--- src/rtl/mux_sweep_pkg.sv ---
// Shared types and default widths for the mux sweep sequencer.
package mux_sweep_pkg;

  typedef enum logic [1:0] {
    IDLE  = 2'd0,
    DRIVE = 2'd1,
    DONE  = 2'd2
  } sweep_state_t;

  localparam int SWEEP_SEL_W = 3;
  localparam int SWEEP_INP_W = 4;
  localparam int SWEEP_RES_W = 8;

endpackage

--- src/rtl/mux_sweep_dwell_cnt.sv ---
// Per-step dwell counter: flags the last cycle a select value is held.
module mux_sweep_dwell_cnt
  import mux_sweep_pkg::*;
#(
  parameter int DWELL = 1
) (
  input  logic clk,
  input  logic rst,
  input  logic clr,
  input  logic en,
  output logic last
);

  // One spare bit so DWELL-1 always fits and the count never wraps in a step.
  localparam int CW = $clog2(DWELL) + 1;

  logic [CW-1:0] cnt;

  // Count cycles spent on the current select; cleared on step advance or start.
  always_ff @(posedge clk) begin
    if (rst || clr) cnt <= '0;
    else if (en)    cnt <= cnt + 1'b1;
  end

  assign last = (cnt == CW'(DWELL - 1));

endmodule

--- src/rtl/mux_sweep_ctrl.sv ---
// Sweeps mux_sel across every select value of an external combinational mux,
// sampling mux_out once per step into a result word offered on valid/ready.
// Optional: define MUX_SWEEP_PARITY_EN to add the result_par output.
module mux_sweep_ctrl
  import mux_sweep_pkg::*;
#(
  parameter int DWELL = 1,
  parameter int SEL_W = SWEEP_SEL_W,
  parameter int INP_W = SWEEP_INP_W
) (
  input  logic                    clk,
  input  logic                    rst,
  input  logic                    start,
  input  logic [INP_W-1:0]        inp_in,
  output logic                    busy,
  output logic [INP_W-1:0]        mux_inp,
  output logic [SEL_W-1:0]        mux_sel,
  input  logic                    mux_out,
  output logic                    res_valid,
  input  logic                    res_ready,
  output logic [(1<<SEL_W)-1:0]   result
`ifdef MUX_SWEEP_PARITY_EN
  ,
  output logic                    result_par
`endif
);

  localparam int RES_W = 1 << SEL_W;

  localparam logic [1:0] ST_IDLE  = IDLE;
  localparam logic [1:0] ST_DRIVE = DRIVE;
  localparam logic [1:0] ST_DONE  = DONE;

  logic [1:0]       state;
  logic             accept;
  logic             step_last;
  logic             sweep_end;
  logic [RES_W-1:0] res_next;

  assign accept    = (state == ST_IDLE) && start;
  assign sweep_end = (state == ST_DRIVE) && step_last && (&mux_sel);

  mux_sweep_dwell_cnt #(.DWELL(DWELL)) u_dwell (
    .clk  (clk),
    .rst  (rst),
    .clr  (accept || ((state == ST_DRIVE) && step_last)),
    .en   (state == ST_DRIVE),
    .last (step_last)
  );

  // Result with the current sample merged in; used for both the register and parity.
  always_comb begin
    res_next          = result;
    res_next[mux_sel] = mux_out;
  end

  // Sweep FSM, select stepping and result capture.
  always_ff @(posedge clk) begin
    if (rst) begin
      state   <= ST_IDLE;
      mux_sel <= '0;
      mux_inp <= '0;
      result  <= '0;
    end else begin
      case (state)
        ST_IDLE: begin
          if (start) begin
            mux_inp <= inp_in;
            result  <= '0;
            mux_sel <= '0;
            state   <= ST_DRIVE;
          end
        end
        ST_DRIVE: begin
          if (step_last) begin
            result <= res_next;
            if (&mux_sel) state   <= ST_DONE;
            else          mux_sel <= mux_sel + 1'b1;
          end
        end
        ST_DONE: begin
          if (res_ready) state <= ST_IDLE;
        end
        default: state <= ST_IDLE;
      endcase
    end
  end

`ifdef MUX_SWEEP_PARITY_EN
  // Parity is taken over the completed word so it lands with the final sample.
  always_ff @(posedge clk) begin
    if (rst || accept) result_par <= 1'b0;
    else if (sweep_end) result_par <= ^res_next;
  end
`else
  logic unused_sweep_end;
  assign unused_sweep_end = sweep_end;
`endif

  assign busy      = (state != ST_IDLE);
  assign res_valid = (state == ST_DONE);

endmodule

--- config.mk ---
export PLATFORM = sky130hd
export DESIGN_NAME = mux_sweep_ctrl
export DESIGN_NICKNAME = d
export VERILOG_FILES = /design/src/rtl/mux_sweep_pkg.sv /design/src/rtl/mux_sweep_dwell_cnt.sv /design/src/rtl/mux_sweep_ctrl.sv
export SDC_FILE = /design/constraint.sdc
export NUM_CORES = 1
export LEC_CHECK = 0
export ABC_AREA = 1
export CORE_ASPECT_RATIO = 1.1
export CORE_MARGIN = 10
export CORE_UTILIZATION = 50
export DETAILED_ROUTE_END_ITERATION = 12
export PLACE_DENSITY = 0.87
export SLEW_MARGIN = 10
export SYNTH_ARGS = -nofsm -noshare
export SYNTH_HDL_FRONTEND = slang
export SYNTH_HIERARCHICAL = 1
export SYNTH_SLANG_ARGS = --single-unit
export TNS_END_PERCENT = 1
--- constraint.sdc ---
create_clock -name clk -period 2.62 [get_ports clk]
set_input_delay 0.393 -clock clk [delete_from_list [all_inputs] [get_ports clk]]
set_output_delay 0.393 -clock clk [all_outputs]
set_load 0.01 [all_outputs]
==> qor.csv, run 1 <==
stage,metric,value,unit
min_path,hold_depth,2,
logic_synthesis,yosysTopAreaCellShare,36.23,%
placement,dp_hpwl,1.892,mm
global_routing,gr-total-overflow,0,
cells_and_area,drive_gt1_share,15.06,%
worst_setup_path,cp-start-kind,flip-flop,
power,leakagePower,0.5296,nW
global_routing,grt_start_max_net_pins,14,
die,start_util,54.01,%
clock_tree,tritoncts,done,
clock_tree,clk_latency,0.31,ns
cells_and_area,synthToLayoutAreaGrowth,29.43,%
die,num_rows,16,
clock_tree,cts_sinks,18,
logic_synthesis,synth.distinct_cells,24,
route,via_per_inst,5.078,
cells_and_area,diodes,0,
sta,fin_crit,2.003,ns
sta,hold_violations,0,
logic_synthesis,ys_seq_elements,18,
sta,max_slew.worst_pin.slew,0.5564,ns
placement,finalWeightedCongestion,0.8222,
route,drc,0,
clock_tree,clock_tree.root_cell,clkbuf_4,
route,drtPass1Iterations,4,
min_path,hold_class,reg2reg,
sta,fmax,499.3,MHz
global_routing,grt.met1_usage,13.84,%
logic_synthesis,yosysWarnings,6,
global_routing,antenna_found_initial,0,
worst_setup_path,critPathCaptureType,primary output,
sta,setup_tns,0,ns
route,num_vias,980,
route,drtIter0Drc,21,
global_routing,grt_pass1_vias,916,
power,ir_drop,616.4,uV
clock_tree,numCtsBuffers,3,
route,wl,2.515,mm
cells_and_area,fillCellCount,167,
clock_tree,cts_hold_buf,0,
clock_tree,clkSlewWorstSetupHoldPaths,0.11,ns
logic_synthesis,yosysSeqAreaShare,36.23,%
sta,setup_viol,0,
logic_synthesis,synth.cell_area,994.7,um^2
die,die_w,62.53,um
logic_synthesis,synth_largest_area_cell,dfxtp_1,
sta,holdWs,0.4731,ns
sta,period_share,76.44,%
job,drv_cap,0,
sta,relSlewSlack,62.79,%
clock_tree,cts_setup_buffers,0,
logic_synthesis,syn_inst,140,
die,die_h,66.78,um
logic_synthesis,avgSynthCellArea,7.105,um^2
cells_and_area,register_area,360.3,um^2
global_routing,use_met3,4.013,%
die,die_area,4175,um^2
cells_and_area,multi_input_area,544.3,um^2
outcome,status,completed,
sta,skew,0.006380,ns
logic_synthesis,synthTopCellsByArea,"dfxtp_1 (36%), nand2_1 (14%), nor2_1 (6.8%)",
clock_tree,clock_path_buffers,2,
global_routing,met2_usage,19.87,%
worst_setup_path,critical_path_required,2.23,ns
sta,slew_violations,0,
worst_setup_path,crit_arrival,1.61,ns
worst_setup_path,setup.worst_path.class,reg2out,
worst_setup_path,reg2reg_depth,7,
global_routing,grt_busiest_layer,met2,
worst_setup_path,path_max_fanout,8,
power,power_density,954.0,nW/um^2
cells_and_area,nNetsFinal,178,
die,io_pins,26,
route,post_drt_wl_per_cell,13.03,um
die,core-area,1842,um^2
global_routing,grt_pass1_wl,4.153,mm
clock_tree,cts_resized,0,
sta,rsz0062_at_grt,false,
route,antenna_left,0,
placement,portBuffers,25,
global_routing,gr-usage-all-layers,12.16,%
logic_synthesis,synth_fp_nets,151,
clock_tree,htreeDepth,1,
## layout by cell type (no fill, tap or decap), drive strengths merged
cell type      netlist  layout
nor2                20      20
clkdlybuf4s50        0      25
clkbuf               0       4
nand2               42      42
nor3                 1       1
ha                   2       2
o21ai                6       6
nand3b               2       2
a21oi               10      10
nand3               11      11
dfxtp               18      18
or2                  8       8
clkinv               1       1
nand4                1       1
inv                 15      15
## where the power goes
group          switching [mW]  internal [mW]
Clock                  0.0971         0.0850
Sequential             0.0833          0.331
Combinational           0.373          0.259
## synth_stat cells
cell type  instances
dfxtp_1           18
ha_1               2
o21ai_1            5
nand4_2            1
buf_2              1
buf_6              2
a21oi_2            6
nor2_1            18
nand3b_1           2
nand2_1           36
nand3_2            1
clkinv_1           1
nor2_4             1
nor2_2             1
inv_1             11
nand3_1           10
nand2_2            5
o21ai_4            1
or2_1              8
nand2_4            1
inv_2              3
a21oi_1            4
nor3_1             1
inv_4              1
## state kept, by name, summed over array words and instances, names as in the netlist
name and count:
state 2, result 8, u_dwell/cnt 1, mux_sel 3
mux_inp 4
## layer usage
metal / up-vias / wire [um]
met2: 36 / 1161
met1: 446 / 1106
met4: 0 / 47
met3: 5 / 200
li1: 493 / -
met5: - / 0
## path summary, 6_finish.rpt
| kind | start | endpoint | slack (ns) |
|---|---|---|---|
| setup reg to reg | mux_sel[0] | mux_sel[2] | 1.07 |
| hold reg to reg | result[6] | result[6] | 0.47 |
| hold / removal | result[6] | result[6] | 0.47 |
| setup / recovery | state[0] | busy | 0.62 |
## per-stage QoR
step,utilization [%],area (um^2),setup WS [ns],instances,total power [mW]
after floorplan,-,994.7,1.293,140,0.8569
after global placement,67.93,1251,0.9207,189,1.017
after detailed placement,67.93,1251,0.8500,189,1.040
after CTS,69.90,1287,0.6241,193,1.223
after global routing,69.90,1287,0.5610,193,1.319
final,69.90,1287,0.6172,193,1.228
## critical path, stage by stage, from the launching register on
cell and delay [ns]:
dfxtp_1 0.61, nor2_4 0.09, inv_1 0.07, clkdlybuf4s50_1 0.53
## final cells by class
cell class / instances / share of cell area (%)
clock buffer: 4 / 2.818
inverter: 16 / 4.859
timing repair buffer: 25 / 19.44
sequential: 18 / 27.99
tap: 27 / 2.624
multi-input combinational: 103 / 42.27
## kinds of logic after synthesis
family / count (synthesis) / synth area share (%)
simple gates: 85 / 40.75
buf+inv: 19 / 9.056
fa+ha+maj: 2 / 2.515
compound gates: 16 / 11.45
flops: 18 / 36.23
Power figures use the tool's default switching activity.
==> run 2: changes to the inputs <==
- CORE_UTILIZATION: 50 -> 42
- PLACE_DENSITY: 0.87 -> 0.78
- clock period: 2.62 -> 1.6 ns (I/O delays scaled with it)
==> run 2 against run 1 <==
Effect of this change: register-to-register slack lost 0.88 ns; routed wire length down 7.6%; die area up 13%; utilization is 11 points lower; worst setup slack got worse by 0.54 ns; sequential power increased by 63%; global-route usage decreased by 1.3 points; clock-buffer cell count unchanged; clock power rose by 56%; cell count rose by 3.1%; critical path depth shrank 2.
==> qor.csv, run 2 (synthesized netlist as in run 1, its figures left out) <==
stage,metric,value,unit
outcome,status,completed,
power,ir_drop,863.7,uV
clock_tree,cts_hold_buf,0,
sta,max_slew.worst_pin.slew,0.2790,ns
sta,fmax,657.1,MHz
route,antenna_left,0,
clock_tree,clock_path_buffers,2,
sta,rsz0062_at_grt,false,
worst_setup_path,critical_path_required,1.36,ns
min_path,hold_start,result[0],
die,die_h,71.04,um
worst_setup_path,reg2reg_depth,7,
cells_and_area,largest_reg_flops,8,
min_path,hold_depth,2,
cells_and_area,final_common_cell,nand2_1,
clock_tree,clkSlewWorstSetupHoldPaths,0.11,ns
sta,skew,0.006493,ns
die,core-area,2252,um^2
min_path,min_to,result[0],
route,num_vias,926,
die,io_pins,26,
power,internal_power,1.130,mW
global_routing,gr-usage-all-layers,10.86,%
route,drtIter0Drc,42,
worst_setup_path,critPathCaptureType,primary output,
worst_setup_path,r2r_end,mux_sel[2],
die,num_rows,18,
cells_and_area,drive_gt1_share,19.53,%
route,drc,0,
cells_and_area,nNetsFinal,181,
worst_setup_path,path_max_fanout,7,
worst_setup_path,cp_slowest_stage_delay,0.57,ns
clock_tree,clk_latency,0.30,ns
worst_setup_path,r2r_slack,0.19,ns
route,drtPass1Iterations,4,
placement,finalWeightedCongestion,0.8850,
sta,holdWs,0.4683,ns
power,pwr-share-seq,33.7,%
placement,placed_cells,195,
global_routing,grt_pass1_wl,4.084,mm
cells_and_area,regMostFlops,result,
global_routing,antenna_found_initial,0,
die,die_w,66.40,um
route,via_per_inst,4.653,
sta,fin_crit,1.522,ns
sta,setup_viol,0,
die,start_util,44.17,%
worst_setup_path,cp-start-kind,flip-flop,
global_routing,gr-total-overflow,0,
placement,portBuffers,25,
worst_setup_path,crit_path_top_delay_cell,clkdlybuf4s50_1,
clock_tree,tritoncts,done,
clock_tree,clock_tree.root_cell,clkbuf_4,
worst_setup_path,setup.worst_path.class,reg2out,
worst_setup_path,worstPathCellList,clkdlybuf4s50_1,
cells_and_area,fin_util,58.78,%
worst_setup_path,crit_arrival,1.28,ns
job,drv_cap,0,
placement,postPlaceCellArea,1277,um^2
cells_and_area,top_regs,"result (8), mux_inp (4), mux_sel (3)",
cells_and_area,diodes,0,
power,leakagePower,0.5637,nW
power,power.switching,867.1,uW
global_routing,grt_pass1_vias,912,
sta,relSlewSlack,81.40,%
power,power.share.clock,14.2,%
route,post_drt_wl_per_cell,11.67,um
power,p_sw_share,43.41,%
sta,period_share,95.11,%
worst_setup_path,critPathBufInv,1,
worst_setup_path,rr_startpoint,mux_sel[0],
global_routing,grt_start_max_net_pins,14,
cells_and_area,final_cell_count_no_fill,199,
min_path,hold_class,reg2reg,
clock_tree,cts_setup_buffers,0,
sta,slew_violations,0,
sta,hold_violations,0,
cells_and_area,fin_area,1324,um^2
cells_and_area,mostFrequentLayoutCells,"nand2_1 (36), clkdlybuf4s50_1 (23), nor2_1 (18)",
clock_tree,htreeDepth,1,
clock_tree,numCtsBuffers,3,
route,wl,2.323,mm
cells_and_area,synthToLayoutAreaGrowth,33.08,%
power,power_density,1509,nW/um^2
placement,dp_hpwl,1.849,mm
power,p_comb_share,52.0,%
die,die_area,4717,um^2
worst_setup_path,worstSetupStartpoint,mux_sel[1],
worst_setup_path,critPathTopFamily,buffers and inverters,
clock_tree,cts_sinks,18,
==> run 2: cell count changes in the layout (fill, tap and decap cells not counted) <==
cell / change
dfxtp_1: -5
dlygate4sd2_1: +1
dlymetal6s2s_1: +1
buf_4: +3
dfxtp_4: +1
clkdlybuf4s50_1: -2
dfxtp_2: +4
==> run 2: stage by stage <==
step / total power, mW / worst slack, ns / TNS [ns]
2_1_floorplan: 1.403 / 0.2727 / 0
3_3_place_gp: 1.688 / 0.1714 / 0
3_5_place_dp: 1.718 / 0.1860 / 0
4_1_cts: 2.021 / -0.01326 / -0.01326
5_1_grt: 2.201 / 0.02403 / 0
6_report: 1.998 / 0.07818 / 0
==> run 2: final cells by class <==
cell class / count / area, um^2
Sequential cell: 18 / 369.1
Multi-Input combinational cell: 103 / 544.3
Fill cell: 213 / 928.4
Tap cell: 30 / 37.54
Inverter: 16 / 62.56
Timing Repair Buffer: 28 / 274.0
Clock buffer: 4 / 36.28
==> run 2: routing by layer <==
| metal | track usage [%] | vias up | part of all wire, % | wire [um] |
|---|---|---|---|---|
| met1 | 11.69 | 402 | 40 | 930 |
| met3 | 1.575 | 9 | 3.3 | 77 |
| met4 | 8.625 | 0 | 4.6 | 108 |
| met2 | 18.21 | 18 | 52 | 1206 |
| met5 | 0 | - | 0 | 0 |
| li1 | - | 497 | - | - |
==> run 2: power groups by stage <==
stage / Clock [mW] / Sequential, mW / Combinational [mW]
2_1_floorplan: 0 / 0.666 / 0.737
6_report: 0.284 / 0.674 / 1.04
4_1_cts: 0.295 / 0.670 / 1.05
3_5_place_dp: 0 / 0.668 / 1.05
3_3_place_gp: 0 / 0.666 / 1.02
5_1_grt: 0.322 / 0.692 / 1.19
==> run 2: what timing repair did <==
item / in CTS / in global routing
pin swaps: 0 / 0
gates resized for setup: 6 / 2
cloned: 0 / 0
setup endpoints to repair: 4 / 3
==> run 2: worst register-to-register path, delay by kind of cell, from the launching register on <==
family | cells | cell delay [ns]
AO/OA/AOI/OAI | 1 | 0.27
AND/OR/NAND/NOR | 4 | 0.34
adder cells (fa/ha/maj) | 2 | 0.38
flip-flops | 1 | 0.36
==> run 2: worst max path at each step <==
stage                      end  depth (start not counted)
floorplan           mux_sel[2]                          6
global placement     res_valid                          3
detailed placement        busy                          3
CTS                       busy                          3
global route        mux_sel[1]                          1
finish              mux_sel[1]                          1
